## config.mk

```make
export PLATFORM = sky130hd
export DESIGN_NAME = euclid_sequencer
export DESIGN_NICKNAME = d
export VERILOG_FILES = /design/src/rtl/euclid_pkg.sv /design/src/rtl/euclid_step_counter.sv /design/src/rtl/euclid_sequencer.sv
export SDC_FILE = /design/constraint.sdc
export NUM_CORES = 1
export LEC_CHECK = 0
export BUFFER_PORTS_ARGS = -buffer_cell sky130_fd_sc_hd__buf_2
export CAP_MARGIN = 20
export CORE_MARGIN = 1
export CORE_UTILIZATION = 40
export CTS_BUF_LIST = sky130_fd_sc_hd__clkbuf_8
export CTS_CLUSTER_SIZE = 16
export DETAILED_ROUTE_END_ITERATION = 12
export SYNTH_ARGS = -nofsm -noshare
export SYNTH_HDL_FRONTEND = slang
export SYNTH_HIERARCHICAL = 1
export SYNTH_SLANG_ARGS = --single-unit
```

## constraint.sdc

```tcl
create_clock -name clk_i -period 2.8 [get_ports clk_i]
set_clock_uncertainty 0.05 [all_clocks]
set_input_delay 0.14 -clock clk_i [delete_from_list [all_inputs] [get_ports clk_i]]
set_output_delay 0.14 -clock clk_i [all_outputs]
set_load 0.01 [all_outputs]
```

## src/rtl/euclid_pkg.sv

```systemverilog
// rtl/euclid_pkg.sv - shared types, CONTROL encodings and width helper for the Euclid sequencer
package euclid_pkg;

  typedef enum logic [2:0] {
    S_IDLE = 3'd0,
    S_LOAD = 3'd1,
    S_DIV  = 3'd2,
    S_MUL  = 3'd3,
    S_SWAP = 3'd4,
    S_FIN  = 3'd5
  } euclid_state_t;

  // CONTROL: bit0 shift enable, bits[2:1] A/C select, bits[4:3] B/D select.
  // FIN drives the same word as IDLE, so no separate constant is kept.
  localparam logic [4:0] CTRL_IDLE = 5'b00000;
  localparam logic [4:0] CTRL_LOAD = 5'b00110;
  localparam logic [4:0] CTRL_DIV  = 5'b01000;
  localparam logic [4:0] CTRL_MUL  = 5'b10001;
  localparam logic [4:0] CTRL_SWAP = 5'b11011;

  // ITER must hold 0..2T.
  function automatic int iter_w(input int t);
    return $clog2(2 * t + 1);
  endfunction

endpackage

```

## src/rtl/euclid_step_counter.sv

```systemverilog
// rtl/euclid_step_counter.sv - loadable, clearable up-counter with terminal-count compare
module euclid_step_counter #(
  parameter int WIDTH = 3,
  parameter int TERM  = 5
) (
  input  logic             clk_i,
  input  logic             rst_ni,
  input  logic             clr_i,
  input  logic             load_i,
  input  logic [WIDTH-1:0] load_val_i,
  input  logic             inc_i,
  output logic             term_o
);

  logic [WIDTH-1:0] count_q;
  logic [WIDTH-1:0] count_d;

  // Clear beats load, load beats increment.
  always_comb begin
    count_d = count_q;
    if (clr_i)       count_d = '0;
    else if (load_i) count_d = load_val_i;
    else if (inc_i)  count_d = count_q + WIDTH'(1);
  end

  // Counter register.
  always_ff @(posedge clk_i or negedge rst_ni) begin
    if (!rst_ni) count_q <= '0;
    else         count_q <= count_d;
  end

  assign term_o = (count_q == WIDTH'(TERM));

endmodule

```

## src/rtl/euclid_sequencer.sv

```systemverilog
// rtl/euclid_sequencer.sv - Euclidean key-equation control sequencer; optional EUCLID_CYCLE_COUNT_EN adds cycle_count_o
module euclid_sequencer
  import euclid_pkg::*;
#(
  parameter int T           = 2,
  parameter int DEG_W       = 4,
  parameter int LOAD_CYCLES = 3
) (
  input  logic                 clk_i,
  input  logic                 rst_ni,
  input  logic                 start_i,
  input  logic [DEG_W-1:0]     deg_r_i,
  input  logic [DEG_W-1:0]     deg_q_i,
  input  logic                 r_zero_i,
  output logic [4:0]           control_o,
  output logic                 busy_o,
  output logic                 done_o,
  output logic                 fail_o,
  output logic [iter_w(T)-1:0] iter_o
`ifdef EUCLID_CYCLE_COUNT_EN
  ,
  output logic [15:0]          cycle_count_o
`endif
);

  localparam int IW = iter_w(T);
  // Step counter must reach 2T+1 so the watchdog can see it.
  localparam int SW = $clog2(2 * T + 2);
  localparam int LW = (LOAD_CYCLES > 1) ? $clog2(LOAD_CYCLES) : 1;

  euclid_state_t state_q, state_d;
  logic          fin_fail;
  logic          ld_term, ld_clr, ld_inc;
  logic          step_term, step_clr, step_inc;

  logic [4:0]    control_d;
  logic          busy_d, done_d, fail_d;
  logic [IW-1:0] iter_d, iter_q;
  logic          quot_done;

  assign quot_done = r_zero_i || (deg_r_i < deg_q_i);

  // Load counter paces LOAD; restarted on every entry so an aborting START gets a full load.
  assign ld_inc = (state_q == S_LOAD) && !ld_term;
  assign ld_clr = (state_q != S_LOAD) || ld_term || start_i;

  euclid_step_counter #(.WIDTH(LW), .TERM(LOAD_CYCLES - 1)) u_load_cnt (
    .clk_i      (clk_i),
    .rst_ni     (rst_ni),
    .clr_i      (ld_clr),
    .load_i     (1'b0),
    .load_val_i ({LW{1'b0}}),
    .inc_i      (ld_inc),
    .term_o     (ld_term)
  );

  // Step counter counts quotient steps within one iteration; term flags the watchdog limit.
  assign step_inc = (state_q == S_DIV) && (state_d == S_MUL);
  assign step_clr = start_i || (state_q == S_SWAP) || (state_q == S_IDLE);

  euclid_step_counter #(.WIDTH(SW), .TERM(2 * T + 1)) u_step_cnt (
    .clk_i      (clk_i),
    .rst_ni     (rst_ni),
    .clr_i      (step_clr),
    .load_i     (1'b0),
    .load_val_i ({SW{1'b0}}),
    .inc_i      (step_inc),
    .term_o     (step_term)
  );

  // State register.
  always_ff @(posedge clk_i or negedge rst_ni) begin
    if (!rst_ni) state_q <= S_IDLE;
    else         state_q <= state_d;
  end

  // Next-state logic; fin_fail qualifies every entry into FIN.
  always_comb begin
    state_d  = state_q;
    fin_fail = 1'b0;
    if (start_i) begin
      state_d = S_LOAD;
    end else begin
      case (state_q)
        S_IDLE: state_d = S_IDLE;
        S_LOAD: state_d = ld_term ? S_DIV : S_LOAD;
        S_DIV: begin
          if (quot_done) begin
            state_d = S_SWAP;
          end else if (step_term) begin
            state_d  = S_FIN;
            fin_fail = 1'b1;
          end else begin
            state_d = S_MUL;
          end
        end
        S_MUL: state_d = S_DIV;
        S_SWAP: begin
          if (r_zero_i || (deg_r_i < DEG_W'(T))) begin
            state_d = S_FIN;
          end else if ((iter_q + IW'(1)) == IW'(2 * T)) begin
            state_d  = S_FIN;
            fin_fail = 1'b1;
          end else begin
            state_d = S_DIV;
          end
        end
        S_FIN:   state_d = S_IDLE;
        default: state_d = S_IDLE;
      endcase
    end
  end

  // Output next-values, derived from the state being entered so outputs stay registered.
  always_comb begin
    control_d = CTRL_IDLE;
    case (state_d)
      S_LOAD:  control_d = CTRL_LOAD;
      S_DIV:   control_d = CTRL_DIV;
      S_MUL:   control_d = CTRL_MUL;
      S_SWAP:  control_d = CTRL_SWAP;
      default: control_d = CTRL_IDLE;
    endcase
    busy_d = (state_d == S_LOAD) || (state_d == S_DIV) ||
             (state_d == S_MUL)  || (state_d == S_SWAP);
    done_d = (state_d == S_FIN);
    iter_d = iter_q;
    fail_d = fail_o;
    if (start_i) begin
      iter_d = '0;
      fail_d = 1'b0;
    end else begin
      if (state_q == S_SWAP) iter_d = iter_q + IW'(1);
      if (state_d == S_FIN)  fail_d = fin_fail;
    end
  end

  // Output registers.
  always_ff @(posedge clk_i or negedge rst_ni) begin
    if (!rst_ni) begin
      control_o <= CTRL_IDLE;
      busy_o    <= 1'b0;
      done_o    <= 1'b0;
      fail_o    <= 1'b0;
      iter_q    <= '0;
    end else begin
      control_o <= control_d;
      busy_o    <= busy_d;
      done_o    <= done_d;
      fail_o    <= fail_d;
      iter_q    <= iter_d;
    end
  end

  assign iter_o = iter_q;

`ifdef EUCLID_CYCLE_COUNT_EN
  logic [15:0] cycle_q;

  // Busy-cycle counter, saturating, held between runs.
  always_ff @(posedge clk_i or negedge rst_ni) begin
    if (!rst_ni)                           cycle_q <= '0;
    else if (start_i)                      cycle_q <= '0;
    else if (busy_o && cycle_q != 16'hFFFF) cycle_q <= cycle_q + 16'd1;
  end

  assign cycle_count_o = cycle_q;
`endif

endmodule

```

Word level (Yosys, flattened, before mapping) --
Cells that the tools add are included.
Word-level totals: register bits after elaboration 19, latch bits 0, bits in writable memories 0, bits in read-only memories 0, input port bits 12, output and inout port bits 11, logic and storage cells 64, memories kept 0
Operators by class: add/sub/neg operators 3, multiply operators 0, div/mod/pow operators 0, $lt $le $gt $ge 2, equality and inequality tests 13, shift-type cells 0, multiplexer cells 21, bitwise logic cells 0, reductions and logical operators 17
Operators with widths (count):
- $mux W3 | 9
- $pmux W5 S4 | 1
- $eq A3 B3 Y1 const B | 5
- $eq A3 B2 Y1 const B | 4
- $pmux W3 S4 | 1
- $logic_or A1 B1 Y1 | 9
- $reduce_bool A2 Y1 | 4
- $add A3 B1 Y3 const B | 2
- $eq A3 B1 Y1 const B | 2
- $mux W1 | 6
- $mux W2 | 3
- $lt A4 B2 Y1 const B | 1
- $lt A4 B4 Y1 | 1
- $logic_not A3 Y1 | 1
- $ne A3 B1 Y1 const B | 1
- $add A2 B1 Y2 const B | 1
- $eq A2 B2 Y1 const B | 1
- $logic_and A1 B1 Y1 | 2
- $pmux W1 S2 | 1
- $logic_not A1 Y1 | 1

Depth between registers and ports, before layout --
Gate-level depths: netlist (run 1).
depth in word-level cells 10, depth in mapped cells 8, mapped depth without buffers 8

Modules after synthesis --
Netlist (run 1), hierarchy kept.
Modules (own cells, without submodules):
- euclid_sequencer | times used 1, cells an instance 79, area an instance 810.8 um^2, seq. area each 325.3 um^2
- euclid_step_counter at u_step_cnt | times used 1, cells an instance 19, area an instance 195.2 um^2, seq. area each 75.1 um^2
- euclid_step_counter at u_load_cnt | times used 1, cells an instance 12, area an instance 125.1 um^2, seq. area each 50.0 um^2

Worst setup path after synthesis (run 1) --
OpenSTA, ideal clock, no wires.
path kind flip-flop to flip-flop, start point register state_q[0], end point register u_step_cnt.count_q[2], library setup time 0.122 ns, data arrival time 1.770 ns, data required time 2.628 ns, slack 0.859 ns, stages on the path, launching flop included 7, path buffers 1, clock period less this slack 1.941 ns, cell sequence dfrtp_1 or3b_1 buf_2 a21oi_1 and2_2 a211oi_1 a2111oi_1
On the way: longest elaborated chain between the ends 6, elaborated cells between the ends (all ways) 13, classes of those cells eq/ne: 5; mux: 3; reduce/logical: 5
RTL lines:
- from (decl) | line euclid_sequencer.sv:31 | euclid_state_t state_q, state_d;
- from (signal assigned) | line euclid_sequencer.sv:74 | else state_q <= state_d;
- $eq A3 B3 Y1, or another cell as far along | line euclid_sequencer.sv:84 | case (state_q)
- $pmux W3 S4 | line euclid_sequencer.sv:84
- $mux W3 | line euclid_sequencer.sv:81 | if (start_i) begin
- $eq A3 B2 Y1 | line euclid_sequencer.sv:58 | assign step_inc = (state_q == S_DIV) && (state_d == S_MUL);
- $logic_and A1 B1 Y1 (*) | line euclid_sequencer.sv:58
- via step_inc | line euclid_sequencer.sv:34 | logic step_term, step_clr, step_inc;
- $reduce_bool A2 Y1 (no line) (*)
- to (signal assigned) | line euclid_step_counter.sv:29 | else count_q <= count_d;
- to (decl) | line euclid_step_counter.sv:15 | logic [WIDTH-1:0] count_q;
The timed path passes the listed nets; every way through them passes the cells marked *. A chain may end at the register's enable or synchronous reset.

Final worst setup path (run 1) --
Same ends and word-level chain as after synthesis.

==> impl_metrics.yaml, run 1 <==
floorplan:
  start_util_pct: 44.1
  design.die.area_um2: 3040
  core_um2: 2570
  die_x_um: 55.2
  io_pins: 23
  die_h_um: 55.2
  rows: 18
placement:
  io_buffers: 22
  placed_cells: 173
  place_congestion: 0.799
  hpwlAfterDp_mm: 1.67
  placed_cell_area_um2: 1320
timing:
  slew_viol_final: 0
  max-slew-margin-rel_pct: 59.0
  timing.final.crit_share_pct: 75.5
  setup_viol: 0
  rsz0062_at_grt: "false"
  tightest_slew_ps: 614
  fmax_mhz: 473
  hold_viol_final: 0
  post-route-min-period_ps: 2120
  setup_tns_ps: 0
clock_tree:
  clkSinkCount: 18
  path_clk_slew_ps: 70
  htree_num_levels: 1
  cts_max_path_buffers: 2
  cts_hold_buf: 1
  post_cts_buffers: 0
  cts_root_buffer: "clkbuf_8"
  insertion_delay_ps: 260
  cts_made_buffers: 3
  cts_tree: "done"
  cts_resized: 0
hold_path:
  hp-class: "input pin to flop"
  min_from: "start_i"
  whs_endpoint: "fail_o"
  holdPathStages: 2
drt:
  via_per_inst: 4.90
  wl_per_cell_um: 11.8
  first_iter_violations: 9
  drc_errors: 0
  wl_mm: 2.10
  firstDrtPassIters: 4
  num_vias: 873
  drtAntennaViolNets: 0
finish:
  layout_common_cells: "buf_2 (22), dfrtp_1 (18), conb_1 (14), inv_1 (12)"
  finalNonFillerCells: 178
  finalInstanceArea_um2: 1380
  layout_commonest_cell: "buf_2"
  layout.nets: 169
  drive_gt1_share_pct: 25.7
  diodes: 0
  synthToLayoutAreaGrowth_pct: 22.0
outcome:
  status: "finished clean"
yosys:
  synth-seq-cells: 18
  synth-simple-area-share_pct: 22.9
  yosys_warnings: 6
  synth_area_leaders: "dfrtp_1 (40%), ha_1 (8.8%), nand2b_1 (4.4%)"
  yosysTopAreaCell: "dfrtp_1"
  syn_avg_cell_area_um2: 10.3
  synthXorXnorAreaFrac_pct: 3.87
  synth_top_family_by_area: "simple AND/OR/NAND/NOR gates"
  synth_cell_types: 38
  netlist_instances: 110
  syn_area_um2: 1130
  synthAdderAreaFrac_pct: 8.85
  yosysTopAreaCellShare_pct: 39.8
  muxShareOfSynthArea_pct: 0
  synth_compound_area_share_pct: 18.5
  synth_seq_area_share_pct: 39.8
power_and_ir_drop:
  p_sw_share_pct: 34.3
  power.density_nw_per_um2: 677
  power_frac_comb_pct: 38.9
  p_int_mw: 0.614
  fin_total_pwr_mw: 0.934
  seq_power_share_pct: 38.1
  p_sw_mw: 0.320
  p_clk_share_pct: 23.0
  leakage_nw: 0.680
  ir_drop_v: 0.000377
grt:
  grt_overflow: 0
  grt_max_degree: 19
  gr-usage-all-layers_pct: 16.6
  grt_pass1_vias: 824
  grt_pass1_wl_mm: 3.46
  antenna_found_initial: 0
critical_path:
  rrSetupSlack_ps: 680
  crit_required_ps: 2890
  reg2regPathDepth: 5
  critical-path-slowest-cell: "or3b_1"
  cp_cell_sequence: "or3b_1, a21oi_1, and2_2, a211oi_1, a2111oi_1"
  startpoint_type: "flop"
  worstSetupPathType: "flop to flop"
  cpPeakStageDelay_ps: 500
  crit_fanout: 7
  end_kind: "flop"
  worst_ep_arrival_time_ps: 2200
  r2r_start: "state_q[0]"
  r2r-end: "u_step_cnt/count_q[2]"
job:
  cap_violations: 0
layout make-up:
| type | count | area, um2 |
|---|---|---|
| Inverter | 12 | 45.0 |
| Clock buffer | 4 | 55.1 |
| Sequential cell | 18 | 450 |
| Multi-Input combinational cell | 90 | 664 |
| Tap cell | 30 | 37.5 |
| Timing Repair Buffer | 24 | 128 |
| Fill cell | 237 | 1190 |
cells in the mapped netlist:
| master | count |
|---|---|
| dfrtp_1 | 18 |
| or3b_1 | 1 |
| and4b_1 | 1 |
| a2111oi_2 | 1 |
| nand2b_1 | 8 |
| or3_1 | 1 |
| a221oi_2 | 1 |
| a211oi_1 | 4 |
| nor3b_1 | 1 |
| a2111oi_1 | 1 |
| a311oi_1 | 2 |
| conb_1 | 1 |
| buf_2 | 1 |
| nor3_1 | 7 |
| nor2_2 | 1 |
| o21bai_1 | 3 |
| inv_1 | 12 |
| ha_1 | 8 |
| o21a_1 | 1 |
| buf_4 | 2 |
| a2111oi_4 | 1 |
| a21oi_1 | 2 |
| and2_1 | 2 |
| or2_2 | 1 |
| nor2b_1 | 4 |
| nor4_1 | 1 |
| or3_4 | 1 |
| xnor2_1 | 3 |
| o31a_1 | 2 |
| xor2_1 | 2 |
| and2_2 | 1 |
| nor2_1 | 6 |
| nand2_1 | 3 |
| o21ai_2 | 1 |
| nor4_4 | 1 |
| a211oi_2 | 1 |
| a21o_1 | 2 |
| or3b_4 | 1 |
sequential cells by signal, summed over array words and instances (netlist names):
| register | cells |
|---|---|
| done_o | 1 |
| u_load_cnt/count_q | 2 |
| control_o | 4 |
| iter_o | 3 |
| u_step_cnt/count_q | 3 |
| fail_o | 1 |
| busy_o | 1 |
| state_q | 3 |
stage by stage:
stage | worst slack (ps) | hold slack, ps | util (%)
finish | 685 | 146 | 53.8
CTS | 668 | 139 | 53.8
floorplan | 859 | -206 | -
detailed placement | 596 | 46.5 | 51.2
global placement | 698 | 44.1 | 51.2
global route | 483 | 154 | 53.8
worst max-delay path, delay by kind of cell (launching register included):
family	cells	cell delay [ps]
AOI/OAI and AO/OA	3	740
DFF	1	430
and+or+nand+nor	2	760
worst max path at each step:
| stage | from | to | slack [ps] | cells past startpoint |
|---|---|---|---|---|
| after CTS | state_q[0] | u_step_cnt/count_q[2] | 670 | 5 |
| after floorplan | state_q[0] | u_step_cnt/count_q[2] | 860 | 6 |
| after global routing | state_q[1] | u_step_cnt/count_q[2] | 480 | 5 |
| after global placement | deg_q_i[3] | u_step_cnt/count_q[2] | 700 | 9 |
| after detailed placement | deg_q_i[3] | u_step_cnt/count_q[2] | 600 | 9 |
| final | state_q[0] | u_step_cnt/count_q[2] | 680 | 5 |
power by group through the flow:
stage / registers, mW / logic (mW) / clock network (mW)
after floorplan: 0.369 / 0.247 / 0
after global placement: 0.359 / 0.362 / 0
after detailed placement: 0.361 / 0.365 / 0
after CTS: 0.356 / 0.369 / 0.222
after global routing: 0.365 / 0.410 / 0.230
final: 0.356 / 0.363 / 0.215
routing by layer:
layer  GRT usage (%)  vias up  part of all wire (%)
met5               0        -                     0
met4            6.25        0                   1.0
met3            3.28        3                   4.7
met2            28.1       20                    48
met1            20.7      404                    47
li1                -      446                     -
cell families (layout without fill, tap and decap cells):
family | count (synthesis) | after routing
AO/OA/AOI/OAI | 22 | 22
AND/OR/NAND/NOR | 41 | 41
buffers and inverters | 15 | 40
flip-flops | 18 | 18
adder cells (fa/ha/maj) | 8 | 8
XOR/XNOR | 5 | 5
other | 1 | 14
No activity file was read; power rests on OpenSTA's default activity.
==> inputs of run 2 (changes only) <==
--- a/config.mk
+++ b/config.mk
@@ -5,6 +5,7 @@
 export SDC_FILE = /design/constraint.sdc
 export NUM_CORES = 1
 export LEC_CHECK = 0
+export ABC_AREA = 1
 export BUFFER_PORTS_ARGS = -buffer_cell sky130_fd_sc_hd__buf_2
 export CAP_MARGIN = 20
 export CORE_MARGIN = 1
==> constraint.sdc (replaced) <==
create_clock -name clk_i -period 2 [get_ports clk_i]
set_clock_uncertainty 0.05 [all_clocks]
set_input_delay 0.1 -clock clk_i [delete_from_list [all_inputs] [get_ports clk_i]]
set_output_delay 0.1 -clock clk_i [all_outputs]
set_load 0.01 [all_outputs]
==> run 2 against run 1 <==
Effect of this change: global-route usage shrank 0.42 points; non-clock buffer count grew 1; highest routed layer unchanged; final cell count grew 29%; critical endpoint is now u_step_cnt/count_q[1]; power grew 44%.
==> impl_metrics.yaml, run 2 <==
outcome:
  status: "finished clean"
finish:
  layout_commonest_cell: "nand2_1"
  regMostFlops: "control_o"
  finalInstanceArea_um2: 1480
  drive_gt1_share_pct: 29.3
  fillers: 280
  layout_common_cells: "nand2_1 (40), inv_1 (28), buf_2 (22), conb_1 (18), dfrtp_1 (17)"
  diodes: 0
  largest_reg_flops: 4
  synthToLayoutAreaGrowth_pct: 26.6
  layout.nets: 219
job:
  cap_violations: 0
floorplan:
  design.die.area_um2: 3130
  core_um2: 2760
  rows: 19
  die_h_um: 56.0
  io_pins: 23
  die_x_um: 56.0
  start_util_pct: 42.2
critical_path:
  r2r_start: "iter_o[0]"
  rrSetupSlack_ps: 170
  worst_ep_arrival_time_ps: 1940
  crit_fanout: 5
  startpoint_type: "flop"
  startpoint: "iter_o[0]"
  crit_required_ps: 2100
  end_kind: "flop"
  worstSetupPathType: "flop to flop"
placement:
  pre_cts_slack_ps: 109
  placed_cell_area_um2: 1360
  io_buffers: 22
  hpwlAfterDp_mm: 1.69
  place_congestion: 0.821
yosys:
  synthArstFlopShare_pct: 100
  netlist_instances: 154
  synth_seq_area_share_pct: 38.7
  syn_avg_cell_area_um2: 7.56
  synthTopCellsByCount: "nand2_1 (41), inv_1 (29), dfrtp_1 (18)"
  synth_most_common_cell: "nand2_1"
  yosysTopAreaCellShare_pct: 38.7
  ys.flop_type: "dfrtp_1"
  synth_area_leaders: "dfrtp_1 (39%), nand2_1 (13%), inv_1 (9.3%)"
  syn_area_um2: 1160
  synth_cell_types: 24
  yosysTopAreaCell: "dfrtp_1"
  synth_edf_count: 0
  yosys_warnings: 6
  synth-seq-cells: 18
drt:
  drtAntennaViolNets: 0
  wl_mm: 2.26
  wl_per_cell_um: 9.88
  firstDrtPassIters: 4
  drc_errors: 0
  first_iter_violations: 19
  num_vias: 1001
  via_per_inst: 4.37
hold_path:
  hp-class: "input pin to flop"
  min_from: "start_i"
timing:
  setup_viol: 0
  setup_ws_ps: 165
  whs_ps: 79.3
  timing.final.crit_share_pct: 91.7
  fmax_mhz: 545
  post-route-min-period_ps: 1830
  setup_tns_ps: 0
  slew_viol_final: 0
  hold_viol_final: 0
power_and_ir_drop:
  power.density_nw_per_um2: 914
  fin_total_pwr_mw: 1.35
  leakage_nw: 0.846
  ir_drop_v: 0.000564
grt:
  gr-usage-all-layers_pct: 16.2
  grt_pass1_vias: 967
  grt_pass1_wl_mm: 4.02
  grt_overflow: 0
  grt_max_degree: 19
  antenna_found_initial: 0
clock_tree:
  insertion_delay_ps: 260
  cts_root_buffer: "clkbuf_8"
  htree_num_levels: 1
  clkSinkCount: 18
  cts_made_buffers: 3
  path_clk_slew_ps: 70
  cts_tree: "done"
  cts_max_path_buffers: 2
run 2: through the flow:
step | util, % | instances
6_report | 53.5 | 229
5_1_grt | 53.5 | 229
4_1_cts | 51.8 | 227
3_5_place_dp | 49.4 | 222
3_3_place_gp | 49.4 | 222
2_1_floorplan | - | 171
run 2: where the power goes:
| group | switching, mW | internal (mW) | total (mW) |
|---|---|---|---|
| Combinational | 0.353 | 0.203 | 0.556 |
| Sequential | 0.0456 | 0.440 | 0.486 |
| Clock | 0.132 | 0.175 | 0.307 |
| Total | 0.530 | 0.818 | 1.35 |
run 2: cells by family (layout without fill, tap and decap cells):
kind of cell	count (synthesis)	in the layout	synth area share [%]
AO/OA/AOI/OAI	14	14	6.87
adder cells (fa/ha/maj)	8	8	8.59
buffers and inverters	38	65	13.0
flip-flops	18	18	38.7
other	1	18	0.322
AND/OR/NAND/NOR	75	75	32.5
run 2: path summary, 6_finish.rpt:
check | endpoint | depth (start not counted)
min in group asynchronous | iter_o[1] | 2
min | state_q[0] | 3
max reg2reg | u_step_cnt/count_q[1] | 15
min reg2reg | fail_o | 2
max | u_step_cnt/count_q[1] | 15
max in group asynchronous | iter_o[0] | 2
run 2: layer usage:
metal | GRT usage, % | routed length [um] | vias up
met2 | 26.4 | 1020 | 28
li1 | - | - | 540
met3 | 4.42 | 140 | 4
met5 | 0 | 0 | -
met4 | 5.23 | 27 | 0
met1 | 20.8 | 1070 | 429
run 2: critical path: stages (launching register included):
cell and delay [ps]:
dfrtp_2 450, ha_4 170, inv_1 60, nand2_2 50, nand3_2 70, nand2_2 70
nand2_2 80, nand3_2 120, nor2_4 120, inv_2 70, nand2_2 70, inv_2 50
o21ai_2 120, inv_1 70, nand2_1 60, nand2_1 50
run 2: cell type report:
type	count	area, um2	area share, %
clock buffers	4	55.1	3.73
inverters	36	138	9.33
multi-input cells	115	657	44.5
flip-flops and latches	18	452	30.6
well taps	31	38.8	2.63
repair buffers	25	135	9.16
run 2: timing repair:
action                     in CTS  in global routing
hold buffers                    1                  0
setup endpoints to repair       0                  3
gates resized for setup         0                 10
hold endpoints to repair       18                  0
setup buffers                   0                  2
==> inputs of run 3 (changes only) <==
--- a/config.mk
+++ b/config.mk
@@ -8,11 +8,14 @@
 export ABC_AREA = 1
 export BUFFER_PORTS_ARGS = -buffer_cell sky130_fd_sc_hd__buf_2
 export CAP_MARGIN = 20
-export CORE_MARGIN = 1
-export CORE_UTILIZATION = 40
+export CELL_PAD_IN_SITES_DETAIL_PLACEMENT = 2
+export CELL_PAD_IN_SITES_GLOBAL_PLACEMENT = 2
+export CORE_MARGIN = 8
+export CORE_UTILIZATION = 32
 export CTS_BUF_LIST = sky130_fd_sc_hd__clkbuf_8
 export CTS_CLUSTER_SIZE = 16
 export DETAILED_ROUTE_END_ITERATION = 12
+export PLACE_DENSITY_LB_ADDON = 0.1
 export SYNTH_ARGS = -nofsm -noshare
 export SYNTH_HDL_FRONTEND = slang
 export SYNTH_HIERARCHICAL = 1
==> run 3 against run 2 <==
Effect of this change: design area grew 4.6%; first-iteration DRC count fell by 32%; combinational power up 20%; maximum frequency fell by 7.8%; register-to-register slack got worse by 160 ps; largest cell class unchanged; critical path type unchanged; routed wire length up 53%.
==> impl_metrics.yaml, run 3 (same netlist as run 2, synthesis figures left out) <==
finish:
  diodes: 0
  layout_common_cells: "nand2_1 (39), inv_1 (27), buf_2 (22), dfrtp_1 (18), conb_1 (18)"
  finalNonFillerCells: 251
  layout.nets: 224
  fin_util_pct: 43.1
  fillers: 438
  regMostFlops: "control_o"
  drive_gt1_share_pct: 31.0
  multiInputGateArea_um2: 664
  seqCellArea_um2: 450
  finalInstanceArea_um2: 1540
  synthToLayoutAreaGrowth_pct: 32.4
  largest_reg_flops: 4
  layout_commonest_cell: "nand2_1"
critical_path:
  r2r-end: "u_step_cnt/count_q[2]"
  cp.depth: 16
  crit_fanout: 5
  r2r_start: "iter_o[1]"
  cp_cell_sequence: "ha_2, inv_2, nand2_2, nand3_2, nand2_2, o21ai_1, inv_1, nand2_2, nand2_4, inv_4, nand2_4, inv_4, o21ai_4, nor2_1, nand2_1, nand2_1"
  rrSetupSlack_ps: 9
  crit_required_ps: 2150
  cpPeakStageDelay_ps: 420
  end_kind: "flop"
  path_buf_inv: 4
  startpoint_type: "flop"
  worst_ep_arrival_time_ps: 2140
  worstSetupPathType: "flop to flop"
  reg2regPathDepth: 16
  critical-path-slowest-cell: "dfrtp_1"
  worst_path_most_repeated_cell: "nand2_2"
  cpLargestDelayFamily: "simple AND/OR/NAND/NOR gates"
hold_path:
  min_from: "start_i"
  holdPathStages: 3
  whs_endpoint: "state_q[0]"
  hp-class: "input pin to flop"
timing:
  post-route-min-period_ps: 1990
  slew_viol_final: 0
  timing.final.crit_share_pct: 99.5
  fmax_mhz: 502
  setup_viol: 0
  setup_ws_ps: 9.39
  hold_viol_final: 0
clock_tree:
  path_clk_slew_ps: 70
  cts_tree: "done"
  cts_max_path_buffers: 2
  clkSinkCount: 18
  insertion_delay_ps: 260
  cts_root_buffer: "clkbuf_8"
  htree_num_levels: 1
  cts_made_buffers: 3
grt:
  grt_use_met1_pct: 12.4
  grt_busiest_layer: "met2"
  grt_pass1_vias: 1263
  grt_max_degree: 19
  gr-usage-all-layers_pct: 11.3
  grt_pass1_wl_mm: 5.58
  use_met3_pct: 3.18
  met2_usage_pct: 21.5
  antenna_found_initial: 0
  grt_overflow: 0
outcome:
  status: "finished clean"
drt:
  num_vias: 1102
  firstDrtPassIters: 2
  wl_mm: 3.47
  drtAntennaViolNets: 0
  first_iter_violations: 13
  drc_errors: 0
  via_per_inst: 4.39
  wl_per_cell_um: 13.8
placement:
  io_buffers: 22
  placed_cells: 239
  hpwlAfterDp_mm: 2.55
  pre_cts_slack_ps: 13.7
  place_congestion: 0.715
  placed_cell_area_um2: 1380
power_and_ir_drop:
  ir_drop_v: 0.000565
  fin_total_pwr_mw: 1.46
  power.density_nw_per_um2: 947
  leakage_nw: 0.884
floorplan:
  die_h_um: 76.3
  die_x_um: 76.3
  start_util_pct: 32.6
  design.die.area_um2: 5830
  core_um2: 3580
  rows: 22
  io_pins: 23
job:
  cap_violations: 0
run 3: worst max-delay path by stage:
stage | startpoint | to | slack (ps)
finish | iter_o[1] | u_step_cnt/count_q[2] | 9
global route | iter_o[1] | u_step_cnt/count_q[2] | -150
CTS | iter_o[0] | u_step_cnt/count_q[1] | 20
detailed placement | iter_o[0] | u_step_cnt/count_q[1] | 10
global placement | iter_o[0] | u_step_cnt/count_q[0] | 130
floorplan | iter_o[0] | u_step_cnt/count_q[0] | 200
run 3: layout make-up:
cell class | instances | share of cell area, %
inverter | 36 | 9.08
multi-input combinational | 115 | 43.1
timing repair buffer | 30 | 11.2
tap | 48 | 3.89
clock buffer | 4 | 3.57
sequential | 18 | 29.2
run 3: report_power, final:
| group | switching, mW | total [mW] | leakage (nW) | internal (mW) |
|---|---|---|---|---|
| combinational | 0.417 | 0.668 | 0.624 | 0.250 |
| sequential | 0.0526 | 0.493 | 0.232 | 0.440 |
| clock | 0.125 | 0.300 | 0.0288 | 0.175 |
| total | 0.595 | 1.46 | 0.884 | 0.865 |
run 3: through the flow:
stage / setup TNS [ps] / hold slack, ps
final: 0 / 97.0
after global routing: -352 / 102
after CTS: 0 / 84.5
after detailed placement: 0 / 18.5
after global placement: 0 / 17.6
after floorplan: 0 / -246
run 3: what timing repair did:
action / in CTS / in global routing
endpoints found under the hold margin: 18 / 0
endpoints found under the setup margin: 3 / 3
resized for setup: 1 / 11
pin swaps: 0 / 7
hold buffers: 1 / 0
setup buffers: 1 / 6
run 3: per-layer routing:
layer | part of all wire (%) | vias to the layer above
li1 | - | 547
met1 | 39 | 534
met2 | 56 | 17
met3 | 3.3 | 4
met4 | 1.0 | 0
met5 | 0 | -
run 3: tightest hold or removal path, stage by stage:
cell,delay [ps]
buf_2,120
nor2_4,40
inv_2,100
